[config.mk]
export PLATFORM = sky130hd
export DESIGN_NAME = traffic_sensor_conditioner
export DESIGN_NICKNAME = d
export VERILOG_FILES = /design/src/rtl/traffic_sensor_conditioner.sv
export SDC_FILE = /design/constraint.sdc
export NUM_CORES = 1
export LEC_CHECK = 0
export ABC_AREA = 1
export CAP_MARGIN = 20
export CORE_MARGIN = 2
export CORE_UTILIZATION = 55
export CTS_BUF_LIST = sky130_fd_sc_hd__clkbuf_4 sky130_fd_sc_hd__clkbuf_8
export DETAILED_ROUTE_END_ITERATION = 8
export GPL_ROUTABILITY_DRIVEN = 1
export PLACE_DENSITY_LB_ADDON = 0.15
export SYNTH_ARGS = -nofsm -noshare
export SYNTH_HDL_FRONTEND = slang
export SYNTH_HIERARCHICAL = 1
export SYNTH_SLANG_ARGS = --single-unit
[constraint.sdc]
create_clock -name clk -period 3.45 [get_ports clk]
set_input_delay 0.8625 -clock clk [delete_from_list [all_inputs] [get_ports clk]]
set_output_delay 0.8625 -clock clk [all_outputs]
set_load 0.005 [all_outputs]
[src/rtl/traffic_sensor_conditioner.sv]
// Loop-detector conditioner for the two-road traffic light controller.
// Synchronises, debounces, holds and fault-guards each road's detector.

module traffic_sensor_channel #(
    parameter int unsigned DEBOUNCE_CYCLES = 50000,
    parameter int unsigned HOLD_CYCLES     = 250000,
    parameter int unsigned STUCK_CYCLES    = 500000000
) (
    input  logic clk,
    input  logic rst,
    input  logic loop,
    output logic t,
    output logic fault
);

    typedef enum logic [2:0] {
        ABSENT,
        ARMING,
        PRESENT,
        HOLD,
        FAULT
    } state_t;

    state_t      state;
    logic        s1;
    logic        s2;
    logic [31:0] cnt;

    // Synchroniser, channel FSM and registered outputs in one process.
    // Each transition sets t/fault so both track the registered state.
    always_ff @(posedge clk or posedge rst) begin
        if (rst) begin
            s1    <= 1'b0;
            s2    <= 1'b0;
            state <= ABSENT;
            cnt   <= '0;
            t     <= 1'b0;
            fault <= 1'b0;
        end else begin
            s1 <= loop;
            s2 <= s1;
            case (state)
                ABSENT: begin
                    if (s2) begin
                        state <= ARMING;
                        cnt   <= 32'd1;
                    end
                end
                ARMING: begin
                    if (!s2) begin
                        state <= ABSENT;
                        cnt   <= '0;
                    end else if (cnt == DEBOUNCE_CYCLES) begin
                        state <= PRESENT;
                        cnt   <= '0;
                        t     <= 1'b1;
                    end else begin
                        cnt <= cnt + 32'd1;
                    end
                end
                PRESENT: begin
                    if (!s2) begin
                        state <= HOLD;
                        cnt   <= 32'd1;
                    end else if (cnt == STUCK_CYCLES) begin
                        state <= FAULT;
                        cnt   <= '0;
                        t     <= 1'b0;
                        fault <= 1'b1;
                    end else begin
                        cnt <= cnt + 32'd1;
                    end
                end
                HOLD: begin
                    if (s2) begin
                        // Vehicle back: restart the stuck count, T stays high.
                        state <= PRESENT;
                        cnt   <= '0;
                    end else if (cnt == HOLD_CYCLES) begin
                        state <= ABSENT;
                        cnt   <= '0;
                        t     <= 1'b0;
                    end else begin
                        cnt <= cnt + 32'd1;
                    end
                end
                FAULT: begin
                    if (s2) begin
                        cnt <= '0;
                    end else if (cnt == DEBOUNCE_CYCLES) begin
                        state <= ABSENT;
                        cnt   <= '0;
                        fault <= 1'b0;
                    end else begin
                        cnt <= cnt + 32'd1;
                    end
                end
                default: begin
                    state <= ABSENT;
                    cnt   <= '0;
                    t     <= 1'b0;
                    fault <= 1'b0;
                end
            endcase
        end
    end

endmodule

module traffic_sensor_conditioner #(
    parameter int unsigned DEBOUNCE_CYCLES = 50000,
    parameter int unsigned HOLD_CYCLES     = 250000,
    parameter int unsigned STUCK_CYCLES    = 500000000
) (
    input  logic clk,
    input  logic rst,
    input  logic loop_a,
    input  logic loop_b,
    output logic Ta,
    output logic Tb,
    output logic fault_a,
    output logic fault_b
);

    traffic_sensor_channel #(
        .DEBOUNCE_CYCLES (DEBOUNCE_CYCLES),
        .HOLD_CYCLES     (HOLD_CYCLES),
        .STUCK_CYCLES    (STUCK_CYCLES)
    ) u_chan_a (
        .clk   (clk),
        .rst   (rst),
        .loop  (loop_a),
        .t     (Ta),
        .fault (fault_a)
    );

    traffic_sensor_channel #(
        .DEBOUNCE_CYCLES (DEBOUNCE_CYCLES),
        .HOLD_CYCLES     (HOLD_CYCLES),
        .STUCK_CYCLES    (STUCK_CYCLES)
    ) u_chan_b (
        .clk   (clk),
        .rst   (rst),
        .loop  (loop_b),
        .t     (Tb),
        .fault (fault_b)
    );

endmodule

==> Yosys cells after proc, flatten, opt, wreduce, memory -nomap -nowiden <==
Index checks and enable logic that the tools add are counted.
{ "totals": {"out_inout_bits": 4, "wordCells": 130, "input_bits": 4, "regBits": 78} }
{ "op_classes": {"reduce_logical": 12, "bitwise_logic": 4, "addsub": 2, "n_eq_ne": 38, "mux": 62} }
{ "ops": {"columns": ["operator", "n"], "rows": [
  ["2-to-1 mux 32 bit", 16],
  ["one-hot mux 32 bit (5 select lines)", 2],
  ["adder 32 x 1 -> 32 bit, second input constant", 2],
  ["== test 32 x 16 -> 1 bit, second input constant", 2],
  ["== test 32 x 18 -> 1 bit, second input constant", 2],
  ["== test 32 x 29 -> 1 bit, second input constant", 2],
  ["2-to-1 mux 3 bit", 18],
  ["one-hot mux 3 bit (5 select lines)", 2],
  ["!= test 2 x 1 -> 1 bit, second input constant", 14],
  ["2-to-1 mux 1 bit", 20],
  ["AND reduction 7 bit", 2],
  ["== test 3 x 2 -> 1 bit, second input constant", 4],
  ["!= test 3 bit, second input constant", 4],
  ["AND reduction 6 bit", 2],
  ["AND reduction 5 bit", 2],
  ["!= test 2 bit, second input constant", 4],
  ["one-hot mux 1 bit (4 select lines)", 2],
  ["== test 3 x 1 -> 1 bit, second input constant", 2],
  ["== test 3 bit, second input constant", 2],
  ["logical NOT 3 bit", 2],
  ["!= test 3 x 1 -> 1 bit, second input constant", 2],
  ["one-hot mux 1 bit (3 select lines)", 2],
  ["OR reduction 3 bit", 2],
  ["inverter 1 bit", 4],
  ["OR reduction 2 bit", 2]
]} }

==> Depth between registers and ports, before layout <==
{ "depth": {"ltp_word": 4, "depth_mapped": 14, "depth_no_buf": 13} }

==> Hierarchy <==
The synthesis kept the hierarchy.
{ "modules_own_cells": {"columns": ["module", "n_inst", "cells_each", "area_per_inst_um2", "seq_area_each_um2"], "rows": [
  ["traffic_sensor_channel (u_chan_a)", 1, 404, 2821.5, 975.9],
  ["traffic_sensor_channel (u_chan_b)", 1, 416, 2807.7, 975.9]
]} }

==> Worst setup path after synthesis <==
No wires, ideal clock.
{ "synth_path": {"kind": "register -> register", "from": "register u_chan_a.cnt[0]", "to": "register u_chan_a.cnt[10]", "path_stages_with_launch": 13, "setup_slack_ns": 1.753, "setup_ns": 0.125, "t_required_ns": 3.325, "period_less_slack_ns": 1.697, "path_buffers": 1, "t_arrival_ns": 1.573, "path_cell_list": "dfrtp_1 inv_1 ha_1 nand2_1 nor2_2 nand2_1 nor2_1 nand2_2 o21ai_4 nand3_4 nor2_8 buf_12 nor3_2"} }
{ "synth_between": {"elab_chain_cells": 4, "word_cells_on_any_way": 12, "cone_classes": "add/sub (1); eq/ne (3); mux (8)"} }
{ "synth_rtl": {"columns": ["element", "line_no", "text"], "rows": [
  ["start, declared", "27", "logic [31:0] cnt;"],
  ["start signal, assigned", "58", "cnt <= cnt + 32'd1;"],
  ["start signal, assigned", "71", "cnt <= cnt + 32'd1;"],
  ["start signal, assigned", "84", "cnt <= cnt + 32'd1;"],
  ["adder 32 x 1 -> 32 bit, or another cell as far along", null, null],
  ["2-to-1 mux 32 bit, on equally long branches (2 in series)", null, null],
  ["one-hot mux 32 bit (5 select lines) (*)", "42", "case (state)"]
]} }
Mark *: on every way between the ends. The rest lies on a longest branch, timed or not.
A chain may end at the register's enable or synchronous reset.

==> Worst setup path after layout <==
{ "layout_path": {"from": "register u_chan_a.cnt[0]", "to": "register u_chan_a.cnt[17]"} }
The elaborated chain is that of the path after synthesis.

==> results_dict.tcl <==
set metrics [dict create \
    status "finished clean" \
    ys.flop_type "dfrtp_1" \
    via_count 5288 \
    cts_inserted_buffers 9 \
    io_buffers 7 \
    leakage_uw 0.00262 \
    r2r_setup_slack_ns 1.22 \
    rsz0062_at_grt "false" \
    antenna_cells 0 \
    synth_area_per_cell_um2 6.86 \
    grt_max_degree 40 \
    routedWlPerCell_um 14.0 \
    cp-endpoint "u_chan_a/cnt[17]" \
    multi_input_area_um2 3120 \
    grt_pass1_wl_mm 23.2 \
    yosysWarnings 6 \
    finalHoldViolCount 0 \
    drtPass1Iterations 5 \
    synth_edf_count 0 \
    cp.required_ns 3.67 \
    p_per_area_nw_per_um2 468 \
    grt.total_usage_pct 26.0 \
    critPathKind "flip-flop to flip-flop" \
    period_needed_ns 2.23 \
    max_cap_violations 0 \
    synth.top_cells.by_area "dfrtp_1 (35%), nand2_1 (15%), nor2_1 (8.3%)" \
    cts_tree "yes" \
    grt_pass1_vias 4968 \
    relSlewSlack_pct 65.6 \
    gp_routability_congestion 0.967 \
    critPathMaxFanout 24 \
    skew_ns 0.0152 \
    r2r_start "u_chan_a/cnt[0]" \
    final_util_pct 60.3 \
    synthToLayoutAreaGrowth_pct 5.71 \
    insertion_delay_ns 0.36 \
    drc_errors 0 \
    synth_seq_cells 78 \
    num_rows 36 \
    clockBufferDepth 2 \
    htreeDepth 3 \
    synth.top_cell.area_share_pct 34.7 \
    synth_top_area_cell "dfrtp_1" \
    synth_seq_area_share_pct 34.7 \
    fin_setup_tns_ns 0 \
    synth_cell_type_count 46 \
    post-cts-setup-buffers 0 \
    drt_iter0_markers 300 \
    end_kind "flip-flop" \
    drt_wl_total_mm 13.5 \
    startpoint_type "flip-flop" \
    nets 836 \
    antenna_found_initial 0 \
    setup_viol 0 \
    finalMaxSlewViolations 0 \
    regArea_um2 1950 \
    hpwlAfterDp_mm 10.2 \
    cts_root_buf "clkbuf_8" \
    hp-class "flip-flop to flip-flop" \
    die_w_um 105 \
    cts_resized 0 \
    worst_pin_slew_ns 0.517 \
    detail-route-antenna-nets 0 \
    ioPinCount 8 \
    r2r-end "u_chan_a/cnt[17]" \
    die_area_um2 11100 \
    critPathArrivalTime_ns 2.45 \
    fin_crit_sh_pct 64.7 \
    peakVddDrop_mv 0.404 \
    synth_area_um2 5630 \
    postSynthCellCount 820 \
    fmax_mhz 448 \
    clock-sinks 78 \
    syn-num-nets 828 \
    clk_pin_slew_ns 0.08 \
    nFillCells 912 \
    startpoint "u_chan_a/cnt[0]" \
    core-area_um2 9860 \
    r2r_cells 11 \
    async_flop_share_pct 100 \
    initial_core_util_pct 57.1 \
    cts_hold_buf 0 \
    layout-drive-gt1-share_pct 14.0 \
    die_h_um 105 \
    vias_per_cell 5.47 \
    grt_overflow 0 \
]
critical path, stage by stage, from the launching register on:
cell     delay [ns]
dfrtp_1        0.43
inv_1          0.09
ha_1           0.15
nand2_1        0.06
nor2_2         0.17
nand2_1        0.09
nor2_1         0.17
nand2_1        0.13
nand3_2        0.14
nand3_4        0.14
nor2_8         0.43
nor3_1         0.09
per-layer routing:
layer  up-vias  routed length (um)  GRT usage (%)
met3        43                 663           3.99
met4         0                 514           12.5
met5         -                   0              0
li1       2615                   -              -
met2       174                6650           43.9
met1      2456                5720           32.4
registers in the layout, summed over array words and instances (netlist names):
register        count
u_chan_a/cnt       32
u_chan_b/cnt       32
u_chan_a/state      3
u_chan_b/state      3
u_chan_a/fault      1
u_chan_a/s1         1
u_chan_a/s2         1
u_chan_a/t          1
u_chan_b/fault      1
u_chan_b/s1         1
u_chan_b/s2         1
u_chan_b/t          1
cells in the final DEF (no fill, tap or decap), drive strengths merged, types with 2 or more instances in the layout:
master	n
clkbuf	11
dfrtp	78
nand2	233
clkdlybuf4s50	7
a21oi	14
o2111ai	2
nor3	42
or2	2
inv	109
ha	4
nand4	19
xnor2	2
nand3b	2
buf	4
a31oi	3
clkinv	2
nor2	167
clkinvlp	2
xor2	23
o31ai	2
o21ai	34
nand3	61
nor4	3
stage by stage:
step | std cells | worst slack [ns] | hold slack [ns] | instance area, um^2 | power, uW
3_5_place_dp | 950 | 1.21 | 0.346 | 5750 | 2090
2_1_floorplan | 820 | 1.70 | 0.331 | 5630 | 1970
5_1_grt | 966 | 1.05 | 0.373 | 5950 | 2990
3_3_place_gp | 950 | 1.29 | 0.336 | 5750 | 2060
4_1_cts | 966 | 1.21 | 0.362 | 5950 | 2810
6_report | 966 | 1.22 | 0.356 | 5950 | 2780
cells in the mapped netlist (2+ instances only):
| cell type | n |
|---|---|
| buf_4 | 4 |
| o31ai_1 | 2 |
| xnor2_1 | 2 |
| a21oi_1 | 13 |
| nor3_4 | 2 |
| nand3b_1 | 2 |
| o2111ai_1 | 2 |
| o21ai_0 | 27 |
| inv_1 | 90 |
| buf_6 | 4 |
| xor2_1 | 23 |
| nor2_4 | 3 |
| nand3_1 | 55 |
| nor2_8 | 2 |
| nor3_1 | 33 |
| inv_2 | 19 |
| buf_2 | 2 |
| nor2_1 | 124 |
| dfrtp_1 | 78 |
| ha_1 | 4 |
| nand2_2 | 13 |
| nand3_4 | 2 |
| nor3_2 | 7 |
| buf_12 | 3 |
| nand3_2 | 4 |
| a31oi_1 | 3 |
| nor4_1 | 2 |
| nand4_1 | 18 |
| o21ai_1 | 5 |
| nor2_2 | 38 |
| nand2_1 | 219 |
area by class of cell:
type / count / area share [%]
timing repair buffer: 11 / 1.68
clock inverter: 5 / 0.988
sequential: 78 / 32.8
clock buffer: 11 / 2.44
multi-input combinational: 619 / 52.4
tap: 133 / 2.80
inverter: 109 / 6.88
power by group:
group	switching, uW	leakage, uW	internal, uW
Combinational	723	0.00146	292
Sequential	73.7	0.00107	989
Clock	344	0.0000990	362
cell families (layout without fill, tap and decap cells):
| family | count (synthesis) | in the layout | synth area share [%] |
|---|---|---|---|
| adders and majority gates | 4 | 4 | 0.889 |
| AOI/OAI and AO/OA | 60 | 60 | 6.18 |
| buffers and inverters | 123 | 136 | 9.91 |
| and+or+nand+nor | 530 | 530 | 44.5 |
| xor gates and xnor gates | 25 | 25 | 3.89 |
| DFF | 78 | 78 | 34.7 |
how the worst min path moves through the flow:
stage,cells after the start,from,end
5_1_grt,0,u_chan_a/s1,u_chan_a/s2
2_1_floorplan,0,u_chan_a/s1,u_chan_a/s2
4_1_cts,0,u_chan_a/s1,u_chan_a/s2
6_report,0,u_chan_a/s1,u_chan_a/s2
3_3_place_gp,0,u_chan_a/s1,u_chan_a/s2
3_5_place_dp,0,u_chan_b/s1,u_chan_b/s2
No activity file was read; power rests on OpenSTA's default activity.
